### src/rtl/neuron_ram_sweeper.sv
// Neuron RAM sweeper: read, offer, collect and write back each word of an inclusive, wrapping address range (NRC_SKIP_INVALID_EN skips Valid=0 words).
// Latency: 5 cycles per word with no stall, plus one DONE cycle per sweep.
// Backpressure: OFFER holds word/address until UpdOutReady; COLLECT waits for UpdInValid; Abort wins everywhere.
module neuron_ram_sweeper #(
    parameter int INTEGER_WIDTH        = 16,
    parameter int DATA_WIDTH_FRAC      = 32,
    parameter int DATA_WIDTH           = INTEGER_WIDTH + DATA_WIDTH_FRAC,
    parameter int TREF_WIDTH           = 8,
    parameter int NEURON_WIDTH_LOGICAL = 11,
    parameter int WORD_WIDTH           = DATA_WIDTH*6 + TREF_WIDTH + 3 + NEURON_WIDTH_LOGICAL + 2,
    parameter int ADDR_WIDTH           = 5
) (
    input  logic                  Clock,
    input  logic                  Reset,
    input  logic                  Start,
    input  logic                  Abort,
    input  logic [ADDR_WIDTH-1:0] FirstAddr,
    input  logic [ADDR_WIDTH-1:0] LastAddr,
    output logic                  Busy,
    output logic                  Done,
    output logic [ADDR_WIDTH:0]   WordCount,
    output logic                  RamChipEnable,
    output logic                  RamWriteEnable,
    output logic [ADDR_WIDTH-1:0] RamAddress,
    output logic [WORD_WIDTH-1:0] RamWriteData,
    input  logic [WORD_WIDTH-1:0] RamReadData,
    output logic                  UpdOutValid,
    input  logic                  UpdOutReady,
    output logic [WORD_WIDTH-1:0] UpdOutWord,
    output logic [ADDR_WIDTH-1:0] UpdOutAddr,
    input  logic                  UpdInValid,
    output logic                  UpdInReady,
    input  logic [WORD_WIDTH-1:0] UpdInWord
);

    typedef enum logic [2:0] {
        S_IDLE, S_READ, S_CAPTURE, S_OFFER, S_COLLECT, S_WRITE, S_DONE
    } state_t;

`ifdef NRC_SKIP_INVALID_EN
    localparam int VALID_BIT = WORD_WIDTH - NEURON_WIDTH_LOGICAL - 1;
`endif

    state_t                state;
    logic [ADDR_WIDTH-1:0] cur;
    logic [ADDR_WIDTH-1:0] last;
    logic [WORD_WIDTH-1:0] word_reg;
    logic [ADDR_WIDTH:0]   word_count;
    logic                  live;
    logic                  ram_slot;

    always_ff @(posedge Clock) begin
        if (Reset) begin
            state      <= S_IDLE;
            cur        <= '0;
            last       <= '0;
            word_reg   <= '0;
            word_count <= '0;
        end else if (Abort && state != S_IDLE) begin
            state <= S_IDLE;
        end else begin
            case (state)
                S_IDLE: begin
                    if (Start) begin
                        cur        <= FirstAddr;
                        last       <= LastAddr;
                        word_count <= '0;
                        state      <= S_READ;
                    end
                end
                S_READ: state <= S_CAPTURE;
                S_CAPTURE: begin
`ifdef NRC_SKIP_INVALID_EN
                    if (!RamReadData[VALID_BIT]) begin
                        if (cur == last) begin
                            state <= S_DONE;
                        end else begin
                            cur   <= cur + ADDR_WIDTH'(1);
                            state <= S_READ;
                        end
                    end else begin
                        word_reg <= RamReadData;
                        state    <= S_OFFER;
                    end
`else
                    word_reg <= RamReadData;
                    state    <= S_OFFER;
`endif
                end
                S_OFFER: begin
                    if (UpdOutReady) state <= S_COLLECT;
                end
                S_COLLECT: begin
                    if (UpdInValid) begin
                        word_reg <= UpdInWord;
                        state    <= S_WRITE;
                    end
                end
                S_WRITE: begin
                    word_count <= word_count + (ADDR_WIDTH+1)'(1);
                    // cur wraps naturally at 2^ADDR_WIDTH, giving the wrapping range
                    if (cur == last) begin
                        state <= S_DONE;
                    end else begin
                        cur   <= cur + ADDR_WIDTH'(1);
                        state <= S_READ;
                    end
                end
                S_DONE:  state <= S_IDLE;
                default: state <= S_IDLE;
            endcase
        end
    end

    // Abort suppresses every strobe of the current cycle so no access or handshake completes
    assign live     = ~Abort;
    assign ram_slot = (state == S_READ) || (state == S_WRITE);

    assign Busy           = (state != S_IDLE);
    assign Done           = (state == S_DONE) && live;
    assign WordCount      = word_count;
    assign RamChipEnable  = ram_slot && live;
    assign RamWriteEnable = (state == S_WRITE) && live;
    assign RamAddress     = ram_slot ? cur : '0;
    assign RamWriteData   = (state == S_WRITE) ? word_reg : '0;
    assign UpdOutValid    = (state == S_OFFER) && live;
    assign UpdOutWord     = (state == S_OFFER) ? word_reg : '0;
    assign UpdOutAddr     = (state == S_OFFER) ? cur : '0;
    assign UpdInReady     = (state == S_COLLECT) && live;

endmodule

### config.mk
export PLATFORM = sky130hd
export DESIGN_NAME = neuron_ram_sweeper
export DESIGN_NICKNAME = d
export VERILOG_FILES = /design/src/rtl/neuron_ram_sweeper.sv
export SDC_FILE = /design/constraint.sdc
export NUM_CORES = 1
export LEC_CHECK = 0
export BUFFER_PORTS_ARGS = -buffer_cell sky130_fd_sc_hd__buf_2
export CAP_MARGIN = 25
export CORE_AREA = 3 3 499 501
export DETAILED_ROUTE_END_ITERATION = 16
export DIE_AREA = 0 0 502 504
export PLACE_DENSITY_LB_ADDON = 0.2
export SLEW_MARGIN = 30
export SYNTH_ARGS = -nofsm -noshare
export SYNTH_HDL_FRONTEND = slang
export SYNTH_SLANG_ARGS = --single-unit
### constraint.sdc
create_clock -name Clock -period 1.9 [get_ports Clock]
set_clock_uncertainty 0.2 [all_clocks]
set_input_delay 0.095 -clock Clock [delete_from_list [all_inputs] [get_ports Clock]]
set_output_delay 0.095 -clock Clock [all_outputs]
set_load 0.01 [all_outputs]
==> summary.txt, run 1 <==
Timing
  – Final max-slew violation count: 0
  – Setup ws final: -0.650 ns
  – RSZ-0062 raised after global routing: true
  – Hold WS: between 0.06 and 0.07 ns
  – Final min period: roughly 2.5 ns
  – Final period util: 134%
  – Worst slew pin tran: 0.537 ns
  – Final setup vio count: 960
  – Hold Fails Final Rpt: 0
  – Fmax: 392 MHz
  – Relative max-transition margin: roughly 64%

Worst hold path
  – Worst hold path class: input pin to flip-flop
  – Hold path start: UpdInWord[66]

CTS
  – CTS H-tree lvls: 2
  – CTS tree: done
  – Root Buffer: clkbuf_16
  – TritonCTS buffer count: 50
  – Worst-skew pair later-pin latency: between 0.6 and 0.7 ns
  – Clock Sinks: between 300 and 400
  – Clock transition at the registers of the reported paths: roughly 0.050 ns
  – Clk buf depth: 3

Route
  – Routed vias/inst: approximately 3.7
  – DR iter-0 viols: roughly 2200
  – Remaining antenna violation count: 0
  – 1st-pass router iterations: 5
  – Per-cell routed wire length: 26.8 um
  – Final wirelength: approximately 220000 um
  – Remaining DRCs: 0
  – Via count: between 30000 and 40000

Worst setup path
  – Worst setup SP type: flip-flop
  – FF-to-FF Start: state[1]$_SDFFE_PP0P_
  – CP dominant cell by count: buf_6
  – Arr. time, crit path: 2.25 ns
  – Critical Path End Type: output port
  – CP startpoint: state[0]$_SDFFE_PP0P_
  – Worst R2R End: word_reg[21]$_SDFFE_PP0P_
  – CP endpoint: RamWriteData[66]
  – CP max stage delay: 0.33 ns
  – Setup Crit Path Kind: flip-flop to output port
  – CP max FO: 6
  – Worst Path Required: roughly 1.6 ns
  – R2r worst-path depth: 8
  – Slowest-stage cell, CP: dfxtp_2
  – R2R Setup Slk: -0.41 ns
  – CP cell instances: buf_6 > nor2b_4 > buf_6 > buf_16 > buf_12 > buf_12 > clkbuf_16 > and3_1 > buf_6

Outcome
  – Status: complete, but fails checks
  – Failing checks: setup timing

Final layout
  – Final net count: around 5400
  – # fillers: ~28000
  – Area grow syn2layout: 137%
  – Share of layout cells above drive strength 1: ~37%
  – Max FFs per register: about 310
  – Post-route cell area: roughly 45000 sq um

Synthesis
  – Netlist cell types: 40
  – Yosys reg bits: 331
  – Synth Net Count: around 3300
  – Top post-synthesis cells by area: dfxtp_1, and3_1, a311oi_1, nand2_1, nor2_1
  – Top_reg_cell synth: dfxtp_1
  – Yosys Warn Count: 0
  – Yosys top cell area share: a little over a third
  – Register area share after synthesis: about a third
  – Area leader, netlist: dfxtp_1
  – EDFF count, synth: 0
  – Average size of a mapped cell: roughly 7 sq um
  – Async S/R FF share, synth: 0%
  – Post-synthesis cell count: between 2000 and 3000
  – Mapped Area: 18800 sq um

GRT
  – First-pass GRT wire length: 279000 um
  – Largest net degree at the start of global routing: 111
  – Global Route Usage Sum: roughly 16%
  – GR Overflow Total: 0
  – Vias in the first global route: 30200
  – Antenna violations before repair: approximately 150

Power and ir drop
  – Switching share of total power: 33.3%
  – Worst-case vdd ir drop: 0.561 mV
  – Reg power frac: 31.9%
  – P_int: approximately 17 mW
  – Switch Pwr: roughly 8.7 mW
  – Pwr/cell area: around 580 nW/um^2
  – Clock Power Share: 38.8%
  – Leakage: about 21 nW
  – Gate power share: 29.4%

Placed design
  – Port buffer count: 1285
  – DPL Wire Length: roughly 170000 um
  – GPL Wtd Cong: 0.878
  – Placed Area: just over 30000 sq um

Floorplan
  – # IOs: between 1000 and 1500
  – Core Area: 245000 sq um
  – Row Count: 182
  – Die Ht: slightly above 500 um
  – Initial Util: a little under 8%
  – DIE AREA: roughly 250000 sq um
  – DIE WIDTH: about 500 um

Flow run
  – Number of max-cap violations: 0
==> worst min path at each step <==
| stage | endpoint | slack (ns) | depth (start not counted) |
|---|---|---|---|
| after floorplan | UpdOutValid | 0.04 | 1 |
| after global placement | last[3]$_SDFFE_PP0P_ | 0.15 | 3 |
| after detailed placement | last[1]$_SDFFE_PP0P_ | 0.15 | 3 |
| after CTS | word_reg[309]$_SDFFE_PP0P_ | 0.0002 | 4 |
| after global routing | word_reg[66]$_SDFFE_PP0P_ | 0.03 | 4 |
| final | word_reg[66]$_SDFFE_PP0P_ | 0.06 | 4 |
==> metal layers <==
metal | GRT usage, % | share of wire, %
met5 | 0 | 0.19
met2 | 26.0 | 45
met4 | 4.24 | 3.0
met1 | 20.0 | 42
met3 | 6.23 | 10
==> worst max-delay path: cells and delay by family (launching register included) <==
family,cells,cell delay (ns)
AND/OR/NAND/NOR,2,0.32
buffers and inverters,7,0.92
flip-flops,1,0.33
==> cell usage after synthesis (all sizes together) (5+ instances only) <==
master / instances
nand2: 635
and3: 630
nor2: 332
dfxtp: 331
a311oi: 312
clkbuf: 220
buf: 100
a21oi: 10
nor3: 9
and2: 8
xor2: 6
mux2i: 5
==> layout make-up <==
type | count | area, sq um | area share, %
Sequential cell | 331 | 6640 | 14.8
Multi-Input combinational cell | 1985 | 11700 | 26.1
Clock buffer | 74 | 1540 | 3.44
Antenna cell | 58 | 145 | 0.325
Timing Repair Buffer | 2426 | 20500 | 45.9
Tap cell | 3220 | 4030 | 9.01
Clock inverter | 18 | 183 | 0.409
Inverter | 3 | 13.8 | 0.0308
==> cells in the final DEF, fill, tap and decap left out, drive strengths merged, types with 3 or more instances in the layout <==
cell type / count
clkinvlp: 4
buf: 1514
a311oi: 312
nor2b: 3
inv: 4
mux2i: 5
diode: 58
dlygate4sd3: 890
a21o: 4
xnor2: 3
a21oi: 10
xor2: 6
nor2: 332
dfxtp: 331
and3: 630
nand2: 635
nor3: 9
clkbuf: 94
nand3: 3
clkinv: 10
and2: 8
nand2b: 4
bufinv: 3
==> power groups by stage <==
| stage | clock (mW) | combinational, mW | sequential (mW) |
|---|---|---|---|
| floorplan | 0 | 2.10 | 7.88 |
| finish | 10.1 | 7.65 | 8.30 |
| global route | 10.7 | 8.22 | 8.34 |
| global placement | 0 | 4.59 | 8.43 |
| CTS | 10.6 | 7.17 | 8.28 |
| detailed placement | 0 | 4.61 | 8.43 |
==> per-stage QoR <==
| stage | power (mW) | instances | TNS, ns | worst slack [ns] | utilization [%] |
|---|---|---|---|---|---|
| 3_3_place_gp | 13.0 | 7011 | -83.01 | -0.330 | 12.4 |
| 3_5_place_dp | 13.0 | 7011 | -63.61 | -0.242 | 12.4 |
| 5_1_grt | 27.3 | 8080 | -558.69 | -0.783 | 18.2 |
| 2_1_floorplan | 9.98 | 2639 | 0 | 0.00652 | - |
| 4_1_cts | 26.0 | 8029 | -518.13 | -0.776 | 17.3 |
| 6_report | 26.1 | 8115 | -436.30 | -0.650 | 18.2 |
==> logic make-up after synthesis <==
group                      share of synthesized area, %
and+or+nand+nor                                    41.5
AOI/OAI and AO/OA                                  15.4
DFF                                                35.2
buffers and inverters                              7.17
xor gates and xnor gates                          0.418
muxes                                             0.266
adders and majority gates                         0.133
==> timing repair <==
| item | in CTS | in global routing |
|---|---|---|
| cloned | 17 | 12 |
| pin swaps | 1 | 1 |
| endpoints found under the setup margin | 961 | 964 |
| gates resized for setup | 202 | 398 |
| setup buffers | 22 | 19 |
| endpoints found under the hold margin | 331 | 0 |
| hold buffers | 890 | 0 |
(Power assumes the default switching activity.)
==> run 2, diff against run 1 <==
--- a/config.mk
+++ b/config.mk
@@ -7,9 +7,9 @@
 export LEC_CHECK = 0
 export BUFFER_PORTS_ARGS = -buffer_cell sky130_fd_sc_hd__buf_2
 export CAP_MARGIN = 25
-export CORE_AREA = 3 3 499 501
+export CORE_AREA = 3 3 498 500
 export DETAILED_ROUTE_END_ITERATION = 16
-export DIE_AREA = 0 0 502 504
+export DIE_AREA = 0 0 501 503
 export PLACE_DENSITY_LB_ADDON = 0.2
 export SLEW_MARGIN = 30
 export SYNTH_ARGS = -nofsm -noshare
==> constraint.sdc (replaced) <==
create_clock -name Clock -period 2.4 [get_ports Clock]
set_clock_uncertainty 0.2 [all_clocks]
set_input_delay 0.12 -clock Clock [delete_from_list [all_inputs] [get_ports Clock]]
set_output_delay 0.12 -clock Clock [all_outputs]
set_load 0.01 [all_outputs]
==> run 2 against run 1 <==
The flow still finishes with violations (setup timing). Flip-flop and latch count unchanged. Clock power fell by 23%. Design area shrank 2.4%. Sequential share of layout area grew 0.37 points. Highest routed layer unchanged.
==> summary.txt, run 2 (synthesized netlist as in run 1, its figures left out) <==
CTS
  – CTS H-tree lvls: 2
  – CTS tree: done
  – Clock Sinks: approximately 330
  – Worst-skew pair later-pin latency: roughly 0.67 ns
  – Clk buf depth: 3
  – Root Buffer: clkbuf_16
  – TritonCTS buffer count: 50
  – Clock transition at the registers of the reported paths: about 0.07 ns

Timing
  – Final max-slew violation count: 0
  – Final period util: 111%
  – RSZ-0062 raised after global routing: true
  – Fmax: 375 MHz
  – Worst slew pin tran: ~0.94 ns
  – Final TNS setup: -76.57 ns
  – Hold WS: approximately 0.083 ns
  – Setup ws final: -0.265 ns
  – Final min period: approximately 2.7 ns
  – Hold Fails Final Rpt: 0
  – Final setup vio count: around 600
  – Relative max-transition margin: a little under two fifths

Floorplan
  – Die Ht: a little over 500 um
  – DIE WIDTH: roughly 500 um
  – Row Count: roughly 180
  – Initial Util: 7.74%
  – Core Area: ~240000 sq um
  – DIE AREA: between 200000 and 300000 sq um
  – # IOs: approximately 1300

Worst setup path
  – Worst Path Required: about 2.1 ns
  – R2R Setup Slk: -0.02 ns
  – Largest delay share family, worst path: buffers and inverters
  – Setup Crit Path Kind: flip-flop to output port
  – Worst setup SP type: flip-flop
  – Arr. time, crit path: 2.35 ns
  – CP max stage delay: 0.38 ns
  – CP cell instances: buf_8 > nor2b_4 > buf_4 > buf_12 > buf_16 > and3_1 > buf_2
  – Critical Path End Type: output port
  – Slowest-stage cell, CP: dfxtp_4
  – Crit path buffers/inverters: 5
  – CP max FO: 21

Final layout
  – Leading cell type in the layout, fill and taps excluded: buf_2
  – Post-route cell area: 43600 sq um
  – Non-Filler Instances: 7893
  – Final net count: 5252
  – Final core occ: roughly 18%
  – Most frequent cells in the layout: buf_2, dlygate4sd3_1, nand2_1
  – Share of layout cells above drive strength 1: 39.2%
  – Max FFs per register: between 300 and 400
  – Area grow syn2layout: 132%

GRT
  – Vias in the first global route: about 30000
  – Global Route Usage Sum: between 10% and 20%
  – GR Overflow Total: 0
  – First-pass GRT wire length: roughly 280000 um
  – Largest net degree at the start of global routing: ~120
  – Antenna violations before repair: approximately 120

Placed design
  – Port buffer count: ~1300
  – Dpl cells: 6924
  – Placed Area: 29600 sq um
  – Dpl ws: 0.0631 ns
  – DPL Wire Length: ~170000 um
  – GPL Wtd Cong: about 0.86

Route
  – Routed vias/inst: 3.75
  – Final wirelength: between 200000 and 250000 um
  – Via count: 29600
  – 1st-pass router iterations: 7
  – Remaining DRCs: 0
  – DR iter-0 viols: roughly 2000
  – Remaining antenna violation count: 0
  – Per-cell routed wire length: around 28 um

Power and ir drop
  – Worst-case vdd ir drop: between 0.4 and 0.5 mV
  – Power, Total: about 21 mW
  – Leakage: 20.0 nW
  – Pwr/cell area: about 470 nW/um^2

Flow run
  – Number of max-cap violations: 0

Outcome
  – Failing checks: setup timing
  – Status: complete, but fails checks

Worst hold path
  – Worst hold path class: input pin to flip-flop
## run 2: cell count changes in the layout (fill, tap and decap cells not counted), sizes merged
cell	before	now
clkinv	10	12
clkbuf	94	93
buf	1514	1481
bufinv	3	1
dlygate4sd3	890	736
diode	58	40
clkinvlp	4	6
## run 2: layout make-up
type / instances / area (sq um)
diodes: 40 / 100
clock buffers: 73 / 1500
clock inverters: 20 / 159
fillers: 27600 / 200000
inverters: 3 / 11.3
multi-input cells: 1985 / 12000
flip-flops and latches: 331 / 6640
well taps: 3202 / 4010
repair buffers: 2239 / 19200
## run 2: power by group
group,internal [mW],switching (mW),total [mW]
clock network,4.44,3.34,7.78
registers,5.94,0.591,6.53
logic,3.03,3.26,6.29
## run 2: path summary, 6_finish.rpt
| kind | cells after the start | end | from |
|---|---|---|---|
| max | 7 | RamWriteData[264] | state[0]$_SDFFE_PP0P_ |
| min | 4 | word_reg[100]$_SDFFE_PP0P_ | RamReadData[100] |
| max reg2reg | 6 | word_reg[198]$_SDFFE_PP0P_ | state[0]$_SDFFE_PP0P_ |
| min reg2reg | 2 | word_reg[156]$_SDFFE_PP0P_ | word_reg[156]$_SDFFE_PP0P_ |
## run 2: what timing repair did
action / CTS / global route
buffers inserted: 40 / 15
pin swaps: 5 / 4
endpoints found under the hold margin: 329 / 0
gates cloned: 32 / 25
endpoints found under the setup margin: 638 / 829
hold buffers: 736 / 0
resized for setup: 383 / 476
## run 2: tightest hold or removal path: cells and delay by family
kind / cells / cell delay (ns)
AOI/OAI and AO/OA: 1 / 0.08
and+or+nand+nor: 1 / 0.05
buffers and inverters: 2 / 0.65
## run 2: routing by layer
| metal | track usage, % | wire length [um] |
|---|---|---|
| met1 | 20.1 | 92500 |
| met2 | 25.8 | 100000 |
| met3 | 5.94 | 21700 |
| met4 | 4.79 | 6860 |
| met5 | 0 | 376 |
==> run 3, diff against run 2 <==
--- a/config.mk
+++ b/config.mk
@@ -5,11 +5,11 @@
 export SDC_FILE = /design/constraint.sdc
 export NUM_CORES = 1
 export LEC_CHECK = 0
-export BUFFER_PORTS_ARGS = -buffer_cell sky130_fd_sc_hd__buf_2
 export CAP_MARGIN = 25
-export CORE_AREA = 3 3 498 500
+export CORE_AREA = 3 3 503 505
 export DETAILED_ROUTE_END_ITERATION = 16
-export DIE_AREA = 0 0 501 503
+export DIE_AREA = 0 0 506 508
+export DONT_BUFFER_PORTS = 1
 export PLACE_DENSITY_LB_ADDON = 0.2
 export SLEW_MARGIN = 30
 export SYNTH_ARGS = -nofsm -noshare
==> run 3 against run 2 <==
The flow finishes with violations (hold timing, setup timing). Highest routed layer unchanged. Non-clock buffer count down 1148. Critical path type unchanged. Critical endpoint is now RamWriteData[175]. Via count down 12%. Count of clock-buffer cells in the layout up 7. Clock power up 5.7%. Design area down 5.3%. Flip-flop and latch count unchanged. Final cell count down 13%. Largest power group unchanged. Sequential share of layout area up 0.84 points.
==> summary.txt, run 3 (synthesized netlist as in run 1, its figures left out) <==
Placed design
  – Dpl cells: 5982
  – Placed Area: ~27000 sq um
  – GPL Wtd Cong: 0.880
  – Dpl ws: roughly 0.056 ns
  – Port buffer count: 0
  – DPL Wire Length: about 160000 um

Final layout
  – Post-route cell area: 41300 sq um
  – Leading cell type in the layout, fill and taps excluded: nand2_1
  – Share of layout cells above drive strength 1: between 30% and 40%
  – Final net count: between 4000 and 5000
  – Non-Filler Instances: slightly below 7000
  – Final core occ: between 10% and 20%
  – Max FFs per register: roughly 310
  – Most frequent cells in the layout: nand2_1, dlygate4sd3_1, and3_4
  – # fillers: between 20000 and 30000
  – Area grow syn2layout: 119%

Power and ir drop
  – Worst-case vdd ir drop: between 0.4 and 0.5 mV
  – Leakage: roughly 15 nW
  – Pwr/cell area: just over 500 nW/um^2

Worst setup path
  – CP dominant cell by count: buf_12
  – CP max stage delay: 0.36 ns
  – Slowest-stage cell, CP: dfxtp_4
  – Arr. time, crit path: ~2.3 ns
  – Worst setup SP type: flip-flop
  – Setup Crit Path Kind: flip-flop to output port
  – Worst Path Required: 2.08 ns
  – CP max FO: 5
  – CP cell instances: buf_12 > nor2b_4 > buf_12 > buf_12 > buf_12 > buf_12 > buf_16 > and3_4 > buf_6
  – Critical Path End Type: output port

Outcome
  – Failing checks: hold timing, setup timing
  – Status: complete, but fails checks

Route
  – DR iter-0 viols: about 2100
  – Remaining antenna violation count: 0
  – 1st-pass router iterations: 5
  – Via count: around 26000
  – Remaining DRCs: 0
  – Routed vias/inst: between 3 and 4
  – Per-cell routed wire length: 32.7 um
  – Final wirelength: 224000 um

CTS
  – Clock transition at the registers of the reported paths: approximately 0.060 ns
  – Clk buf depth: 3
  – CTS tree: done
  – Root Buffer: clkbuf_16
  – Clock Sinks: ~330
  – Worst-skew pair later-pin latency: between 0.6 and 0.7 ns
  – TritonCTS buffer count: 51
  – CTS H-tree lvls: 2

GRT
  – Largest net degree at the start of global routing: ~330
  – Vias in the first global route: ~25000
  – Antenna violations before repair: 109
  – First-pass GRT wire length: 268000 um
  – GR Overflow Total: 0
  – Global Route Usage Sum: 15.6%

Floorplan
  – Core Area: 249000 sq um
  – Initial Util: under 10%
  – # IOs: ~1300
  – Row Count: 183
  – DIE AREA: approximately 260000 sq um
  – DIE WIDTH: between 500 and 600 um
  – Die Ht: 508 um

Timing
  – Fmax: ~380 MHz
  – Hold Fails Final Rpt: 328
  – Final min period: approximately 2.6 ns
  – Final period util: 109%
  – Relative max-transition margin: 40.2%
  – Final max-slew violation count: 0
  – Worst slew pin tran: around 0.90 ns
  – Setup ws final: -0.226 ns
  – Hold WS: -0.617 ns
  – RSZ-0062 raised after global routing: true
  – Final setup vio count: between 500 and 600

Flow run
  – Number of max-cap violations: 0

Worst hold path
  – Worst hold path class: input pin to flip-flop
==> run 3: area by class of cell <==
type / instances / area (sq um) / area share [%]
repair buffers: 1091 / 15000 / 36.4
multi-input cells: 1985 / 13700 / 33.0
flip-flops and latches: 331 / 6640 / 16.1
well taps: 3330 / 4170 / 10.1
clock buffers: 80 / 1520 / 3.67
clock inverters: 14 / 220 / 0.533
diodes: 34 / 85.1 / 0.206
inverters: 3 / 13.8 / 0.0333
==> run 3: path summary, 6_finish.rpt <==
check | start | to | slack, ns | cells past startpoint
max | state[1]$_SDFFE_PP0P_ | RamWriteData[175] | -0.23 | 9
min | Reset | word_reg[13]$_SDFFE_PP0P_ | -0.62 | 1
max reg2reg | state[2]$_SDFFE_PP0P_ | state[1]$_SDFFE_PP0P_ | -0.16 | 6
min reg2reg | word_reg[154]$_SDFFE_PP0P_ | word_reg[154]$_SDFFE_PP0P_ | 0.31 | 2
==> run 3: routing by layer <==
| metal | wire (um) | GRT usage (%) |
|---|---|---|
| met1 | 89600 | 18.4 |
| met2 | 102000 | 25.3 |
| met3 | 22600 | 6.40 |
| met4 | 10000 | 5.31 |
| met5 | 563 | 0 |
==> run 3: critical path: cells and delay by family, from the launching register on <==
family,cells,cell delay (ns)
buf+inv,7,0.89
flops,1,0.36
simple gates,2,0.34
==> run 3: power breakdown <==
group          switching, mW  internal, mW  leakage, nW
logic                   3.30          3.20         11.3
registers              0.658          5.94         2.69
clock network           3.37          4.85        0.847
==> run 3: per-stage QoR <==
stage | total power, mW | TNS [ns]
after floorplan | 7.90 | 0
after detailed placement | 9.32 | 0
after global placement | 9.29 | 0
final | 21.3 | -61.38
after CTS | 20.6 | -132.43
after global routing | 22.2 | -126.46
==> run 3: repair_timing <==
| item | CTS | global route |
|---|---|---|
| endpoints found under the hold margin | 331 | 331 |
| pin swaps | 22 | 42 |
| resized for setup | 505 | 494 |
| cloned | 53 | 50 |
| hold buffers | 528 | 34 |
| buffers inserted | 63 | 50 |
| endpoints found under the setup margin | 640 | 927 |
